**src/rtl/cpu_stim_sequencer.sv**
```systemverilog
`default_nettype none
// ============================================================================
// Module   : cpu_stim_sequencer
// Purpose  : Stimulus and capture sequencer for a CPU core. It pulses the CPU
//            reset, sweeps an address window while driving a data pattern,
//            and folds the returned data into a rotate-XOR signature.
// Revision : 1.0 - initial release
// ============================================================================
module cpu_stim_sequencer #(
    parameter int DATA_W     = 16,
    parameter int ADDR_W     = 11,
    parameter int RST_CYCLES = 2,
    parameter int READ_LAT   = 1
) (
    input  logic              CLK,
    input  logic              RST,
    input  logic              START,
    input  logic [1:0]        MODE,
    input  logic [ADDR_W-1:0] ADDR_FIRST,
    input  logic [ADDR_W-1:0] ADDR_LAST,
    input  logic [DATA_W-1:0] CONST_VAL,
    output logic              CPU_RST_N,
    output logic [ADDR_W-1:0] EXT_ADDR,
    output logic [DATA_W-1:0] DATA_I,
    input  logic [DATA_W-1:0] DATA_O,
    output logic              BUSY,
    output logic              DONE,
    output logic [DATA_W-1:0] SIGNATURE,
    output logic [ADDR_W:0]   SAMPLES
);

    localparam int c_CNT_MAX = (RST_CYCLES > READ_LAT) ? RST_CYCLES : READ_LAT;
    localparam int c_CNT_W   = $clog2(c_CNT_MAX + 1);
    localparam int c_SAMP_W  = ADDR_W + 1;

    typedef enum logic [2:0] {
        S_IDLE     = 3'd0,
        S_HOLD_RST = 3'd1,
        S_SWEEP    = 3'd2,
        S_DRAIN    = 3'd3,
        S_DONE     = 3'd4
    } state_t;

    state_t              r_state;
    state_t              w_next;
    logic [c_CNT_W-1:0]  r_cnt;
    logic [1:0]          r_mode;
    logic [ADDR_W-1:0]   r_addr_last;
    logic [DATA_W-1:0]   r_const;
    logic [ADDR_W-1:0]   r_ext_addr;
    logic [DATA_W-1:0]   r_data_i;
    logic [DATA_W-1:0]   r_inc;
    logic [DATA_W-1:0]   r_walk;
    logic [READ_LAT-1:0] r_vld;
    logic [DATA_W-1:0]   r_sig;
    logic [c_SAMP_W-1:0] r_samples;
    logic                r_busy;
    logic                r_done;
    logic                r_cpu_rst_n;

    logic                w_accept;
    logic                w_load;
    logic                w_advance;
    logic                w_issue;
    logic [ADDR_W-1:0]   w_pat_addr;
    logic [DATA_W-1:0]   w_pat_inc;
    logic [DATA_W-1:0]   w_pat_walk;
    logic [DATA_W-1:0]   w_pattern;

    // State register plus a shared dwell counter for HOLD_RST and DRAIN
    always_ff @(posedge CLK or negedge RST) begin
        if (!RST) begin
            r_state <= S_IDLE;
            r_cnt   <= '0;
        end else begin
            r_state <= w_next;
            if (w_next != r_state)
                r_cnt <= '0;
            else if (r_state == S_HOLD_RST || r_state == S_DRAIN)
                r_cnt <= r_cnt + c_CNT_W'(1);
        end
    end

    // Next-state decode and per-cycle control strobes
    always_comb begin
        w_next    = r_state;
        w_accept  = 1'b0;
        w_load    = 1'b0;
        w_advance = 1'b0;
        w_issue   = 1'b0;
        case (r_state)
            S_IDLE, S_DONE: begin
                if (START) begin
                    w_next   = S_HOLD_RST;
                    w_accept = 1'b1;
                end
            end
            S_HOLD_RST: begin
                if (r_cnt == c_CNT_W'(RST_CYCLES - 1)) begin
                    w_next = S_SWEEP;
                    w_load = 1'b1;
                end
            end
            S_SWEEP: begin
                w_issue = 1'b1;
                if (r_ext_addr == r_addr_last)
                    w_next = S_DRAIN;
                else
                    w_advance = 1'b1;
            end
            S_DRAIN: begin
                if (r_cnt == c_CNT_W'(READ_LAT - 1))
                    w_next = S_DONE;
            end
            default: w_next = S_IDLE;
        endcase
    end

    // Pattern for the step about to be issued: step 0 on load, step k+1 on advance
    always_comb begin
        w_pat_addr = w_load ? r_ext_addr : r_ext_addr + ADDR_W'(1);
        w_pat_inc  = w_load ? r_const : r_inc + DATA_W'(1);
        w_pat_walk = w_load ? DATA_W'(1) : {r_walk[DATA_W-2:0], r_walk[DATA_W-1]};
        case (r_mode)
            2'b00:   w_pattern = r_const;
            2'b01:   w_pattern = w_pat_inc;
            2'b10:   w_pattern = w_pat_walk;
            default: w_pattern = DATA_W'(w_pat_addr);
        endcase
    end

    // Latched configuration, address sweep and data pattern generators
    always_ff @(posedge CLK or negedge RST) begin
        if (!RST) begin
            r_mode      <= '0;
            r_addr_last <= '0;
            r_const     <= '0;
            r_ext_addr  <= '0;
            r_data_i    <= '0;
            r_inc       <= '0;
            r_walk      <= '0;
        end else if (w_accept) begin
            r_mode      <= MODE;
            r_addr_last <= ADDR_LAST;
            r_const     <= CONST_VAL;
            r_ext_addr  <= ADDR_FIRST;
        end else if (w_load || w_advance) begin
            r_ext_addr  <= w_pat_addr;
            r_inc       <= w_pat_inc;
            r_walk      <= w_pat_walk;
            r_data_i    <= w_pattern;
        end
    end

    // Read-latency tag pipeline and signature/sample capture
    always_ff @(posedge CLK or negedge RST) begin
        if (!RST) begin
            r_vld     <= '0;
            r_sig     <= '0;
            r_samples <= '0;
        end else begin
            r_vld <= (r_vld << 1) | READ_LAT'(w_issue);
            if (w_accept) begin
                r_sig     <= '0;
                r_samples <= '0;
            end else if (r_vld[READ_LAT-1]) begin
                r_sig     <= {r_sig[DATA_W-2:0], r_sig[DATA_W-1]} ^ DATA_O;
                r_samples <= r_samples + c_SAMP_W'(1);
            end
        end
    end

    // Registered status flags and CPU reset, decoded from the upcoming state
    always_ff @(posedge CLK or negedge RST) begin
        if (!RST) begin
            r_busy      <= 1'b0;
            r_done      <= 1'b0;
            r_cpu_rst_n <= 1'b0;
        end else begin
            r_busy      <= (w_next == S_HOLD_RST) || (w_next == S_SWEEP) ||
                           (w_next == S_DRAIN);
            r_done      <= (w_next == S_DONE);
            r_cpu_rst_n <= (w_next != S_HOLD_RST);
        end
    end

    assign CPU_RST_N = r_cpu_rst_n;
    assign EXT_ADDR  = r_ext_addr;
    assign DATA_I    = r_data_i;
    assign BUSY      = r_busy;
    assign DONE      = r_done;
    assign SIGNATURE = r_sig;
    assign SAMPLES   = r_samples;

endmodule
`default_nettype wire

```
**config.mk**
```make
export PLATFORM = sky130hd
export DESIGN_NAME = cpu_stim_sequencer
export DESIGN_NICKNAME = d
export VERILOG_FILES = /design/src/rtl/cpu_stim_sequencer.sv
export SDC_FILE = /design/constraint.sdc
export NUM_CORES = 1
export LEC_CHECK = 0
export ABC_AREA = 1
export BUFFER_PORTS_ARGS = -buffer_cell sky130_fd_sc_hd__clkbuf_2
export CORE_ASPECT_RATIO = 2
export CORE_MARGIN = 3
export CORE_UTILIZATION = 38
export DETAILED_ROUTE_END_ITERATION = 7
export GPL_TIMING_DRIVEN = 0
export SLEW_MARGIN = 10
export SYNTH_ARGS = -nofsm -noshare
export SYNTH_HDL_FRONTEND = slang
export SYNTH_SLANG_ARGS = --single-unit
export TNS_END_PERCENT = 1
```
**constraint.sdc**
```tcl
create_clock -name CLK -period 1.5 [get_ports CLK]
set_input_delay 0.3 -clock CLK [delete_from_list [all_inputs] [get_ports CLK]]
set_output_delay 0.3 -clock CLK [all_outputs]
set_load 0.005 [all_outputs]
```
# Yosys cells after proc, flatten, opt, wreduce, memory -nomap -nowiden
# Index checks and enable logic that the tools add are counted.
[classes]
muxes = 24
n_eq_ne = 14
n_bitwise = 2
reduce_logical = 12
add_sub_neg = 4
[ops]
columns = ["cell", "n"]
rows = [
  ["two-way mux 16 bit", 4],
  ["one-hot mux 16 bit (3 select lines)", 1],
  ["two-way mux 11 bit", 3],
  ["two-way mux 12 bit", 2],
  ["adder 16 x 1 -> 16 bit (second input constant)", 1],
  ["bitwise XOR 16 bit", 1],
  ["adder 12 x 1 -> 12 bit (second input constant)", 1],
  ["equality test 3 x 2 -> 1 bit (second input constant)", 4],
  ["two-way mux 3 bit", 4],
  ["one-hot mux 3 bit (4 select lines)", 1],
  ["adder 11 x 1 -> 11 bit (second input constant)", 1],
  ["equality test 11 bit", 1],
  ["two-way mux 1 bit", 7],
  ["equality test 3 x 1 -> 1 bit (second input constant)", 2],
  ["equality test 3 bit (second input constant)", 2],
  ["nonzero test 2 bit", 3],
  ["equality test 2 x 1 -> 1 bit (second input constant)", 2],
  ["logical NOT 2 bit", 2],
  ["logical OR 1 bit", 4],
  ["two-way mux 2 bit", 2],
  ["logical NOT 3 bit", 1],
  ["inequality test 3 x 1 -> 1 bit (second input constant)", 1],
  ["inequality test 3 bit", 1],
  ["adder 2 x 1 -> 2 bit (second input constant)", 1],
  ["4 further kinds", 4],
]
[word_totals]
regBits = 125

# Depth between registers and ports, before layout
[depth]
ltp_word = 6
depth_mapped = 13

# Worst setup path before layout
# OpenSTA, ideal clock, no wires.
[synth_timing]
path_kind = "reg2reg"
start = "register r_ext_addr[0], in the netlist EXT_ADDR[0]"
end = "register r_ext_addr[2], in the netlist EXT_ADDR[2]"
t_arrival_ps = 1499
path_slack_ps = -124
setup_time_ps = 125
path_stages_with_launch = 12
synth_period_minus_slack_ps = 1624
required_ps = 1375
path_buffers = 3
cell_sequence = "dfrtp_1 > buf_4 > xnor2_2 > nand2_1 > nor2_1 > nand3_2 > nand2_2 > nand2_2 > buf_6 > buf_6 > nand2_1 > nand3_1"
[synth_via]
elab_chain_cells = 5
[synth_rtl]
columns = ["element", "line_no", "text"]
rows = [
  ["start: declaration", "50", "logic [ADDR_W-1:0] r_ext_addr;"],
  ["start signal: assignment", "148", "r_ext_addr <= w_pat_addr;"],
  ["branches (longest 5 deep; another with adder 11 x 1 -> 11 bit)", "--", ""],
]
# Parallel ways; which one is timed is not known. The select of a mux whose other input is x is not followed.
# A chain may end at the register's enable or synchronous reset.

# Worst setup path after layout
[layout_timing]
start = "register r_ext_addr[0], in the netlist EXT_ADDR[0]"
end = "register r_ext_addr[8], in the netlist EXT_ADDR[8]"
# The elaborated chain is that of the path after synthesis.

==> impl_metrics.toml <==
[placed_design]
numPlacedInstances = 1241
place_congestion = 0.883
hpwl_mm = 17.2
port_buffers = 116
place_area_um2 = 7720
place_ws_ns = -0.649

[hold_path]
hp-class = "primary input to register"

[power]
irDropWorstVdd_mv = 1.22
p_total_mw = 19.4
power_density_nw_per_um2 = 2180
p_leak_nw = 4.49

[run_status]
status = "finished, violations left"
violations = "setup timing"

[global_routing]
grt_pass1_wl_mm = 35.5
antenna_found_initial = 0
grt_max_degree = 82
grt_overflow_total = 0
grt_usage = 0.238
grt_pass1_vias = 6896

[synthesis]
synth.yosys.warnings = 0
syn-num-nets = 978
ys_top_cells_by_count = "327 x nand2_1, 125 x dfrtp_1, 79 x inv_1"
netlist.area_leader.share = 0.459
syn_area_um2 = 6820
synth.most_common_cell = "nand2_1"
syn_area_per_cell_um2 = 7.46
synth_edf_count = 0
yosysTopAreaCell = "dfrtp_1"
synth-seq-cells = 125
synth_cell_types = 34
synth_flop_cell = "dfrtp_1"
netlist_instances = 914
ys_async_sr_fraction = 1.00
synthTopCellsByArea = "dfrtp_1 46%, nand2_1 18%, nand3_1 5.5%, o21ai_0 5.0%, inv_1 4.3%"
synth-seq-area-share = 0.459

[timing]
hold_violations = 0
setup_ws_ns = -0.292
finalSetupViolations = 91
slew_headroom = 0.691
slew_viol_final = 0
rsz0062_at_grt = "true"
period_minus_slack_ns = 1.79
finalCritPeriodShare = 1.19
fin_skew_ns = 0.00981
tightest_slew_ns = 0.463
fmaxAchievable_ghz = 0.558

[critical_path]
critPathSlowestCell = "dfrtp_1"
critPathLaunchType = "register"
path_cells = "buf_6 -> xnor2_2 -> nand2_1 -> nor2_2 -> nand3_2 -> nand2_2 -> nand2_2 -> buf_8 -> buf_12 -> nand2_1 -> nand3_1"
cp.arrival_ns = 2.11
required_ns = 1.81
max_stage_delay_ns = 0.42
crit_fanout = 10
worstSetupPathType = "register to register"
worst_setup_path_end_kind = "register"

[cts]
cts_tree = "yes"
clkTransAtPathRegs_ns = 0.06
clockBufferDepth = 2
numCtsBuffers = 17
cts_sinks = 125
insertion_delay_ns = 0.44
htree_num_levels = 4
cts_root_buffer = "clkbuf_16"

[detailed_routing]
drc = 0
drt-pass1-iter-count = 7
drt-total-wl_mm = 22.9
ant_nets = 0
route.vias.total = 6732
drt_iter0_drc = 285
vias_per_cell = 5.18
wl_per_cell_um = 17.6

[die]
rows = 68
start_util = 0.391
core_area_um2 = 17400
dieArea_um2 = 19700
ios = 117
die_w_um = 101
die_h_um = 195

[job]
cap_viol_max_count = 0

[cells_and_area]
nets = 1140
fin_cells = 1299
antennaDiodeCount = 0
area.growth.synth_to_final_pct = 30.0
final_area_um2 = 8870
drive_above_1_share = 0.254
-- cell usage in the layout, fill, tap and decap left out, types with 4 or more instances in the layout --
cell / count
dfrtp_2: 6
xor2_1: 6
dfrtp_1: 119
buf_4: 34
inv_1: 76
xnor2_1: 21
clkbuf_16: 18
buf_2: 4
nand2_1: 321
clkbuf_8: 5
bufinv_16: 4
clkbuf_1: 4
clkbuf_2: 123
xnor2_2: 6
nand3_2: 5
o21ai_1: 16
a21oi_1: 25
buf_6: 12
nand2_2: 8
o21ai_2: 5
nor2_4: 6
inv_2: 5
o21ai_0: 68
nor2_1: 43
nand4_1: 24
nor2_2: 10
nor3_1: 5
nand3_1: 70
-- worst max-delay path: cells and delay by family, from the launching register on --
kind / cells / cell delay (ns)
simple gates: 7 / 0.64
flops: 1 / 0.42
xor+xnor: 1 / 0.13
buf+inv: 3 / 0.45
-- layout make-up --
type	count	area, µm²
fillers	1685	8580
multi-input cells	661	3270
flip-flops and latches	125	3140
repair buffers	143	815
clock buffers	22	484
plain buffers	45	419
inverters	83	319
well taps	210	263
clock inverters	10	160
-- state kept, by name (all words and copies together) (netlist names), 3 cells and up --
name         cells
EXT_ADDR        11
r_inc           16
r_walk          16
r_addr_last     11
SIGNATURE       16
r_const         16
r_state          3
DATA_I          16
SAMPLES         12
-- cells by family after synthesis --
group                    share of synthesized area
AND/OR/NAND/NOR                              0.309
buffers and inverters                       0.0853
flip-flops                                   0.459
AO/OA/AOI/OAI                               0.0937
XOR/XNOR                                    0.0446
adder cells (fa/ha/maj)                    0.00917
-- per-layer routing --
metal | part of all wire | track usage | wire, µm | up-vias
met2 | 0.55 | 0.439 | 12500 | 229
met5 | 0 | 0 | 0 | -
met1 | 0.34 | 0.226 | 7670 | 3142
met3 | 0.043 | 0.0433 | 993 | 106
met4 | 0.072 | 0.171 | 1650 | 0
li1 | - | - | - | 3255
-- power by group --
part / leakage, nW / internal [mW] / switching, mW
clock: 0.316 / 2.95 / 1.62
sequential: 1.62 / 4.64 / 1.02
combinational: 2.56 / 3.62 / 5.51
total: 4.49 / 11.2 / 8.15
-- path summary, 6_finish.rpt --
path                                    from              to  slack, ns  cells past startpoint
worst min-delay path            ADDR_LAST[4]  r_addr_last[4]       0.06                      3
worst max-delay path             EXT_ADDR[0]     EXT_ADDR[8]      -0.29                     11
worst min register to register     r_walk[6]       r_walk[6]       0.47                      2
worst max register to register   EXT_ADDR[0]     EXT_ADDR[8]      -0.29                     11
max in group asynchronous                RST       r_inc[14]       0.36                      3
min in group asynchronous                RST    SIGNATURE[6]       0.38                      2
-- stage by stage --
step	util	setup TNS, ns	hold slack, ns
final	0.508	-16.10	0.0611
after global routing	0.508	-26.48	0.0846
after CTS	0.499	-13.00	0.0579
after detailed placement	0.443	-41.51	0.266
after global placement	0.441	-291.54	0.458
after floorplan	-	-2.47	0.00441
-- timing repair --
item	4_1_cts	5_1_grt
hold buffers	1	0
endpoints found under the setup margin	117	108
buffers inserted	13	12
cloned	0	0
gates resized for setup	77	25
pin swaps	12	8
endpoints found under the hold margin	44	0
Power figures use the tool's default switching activity.
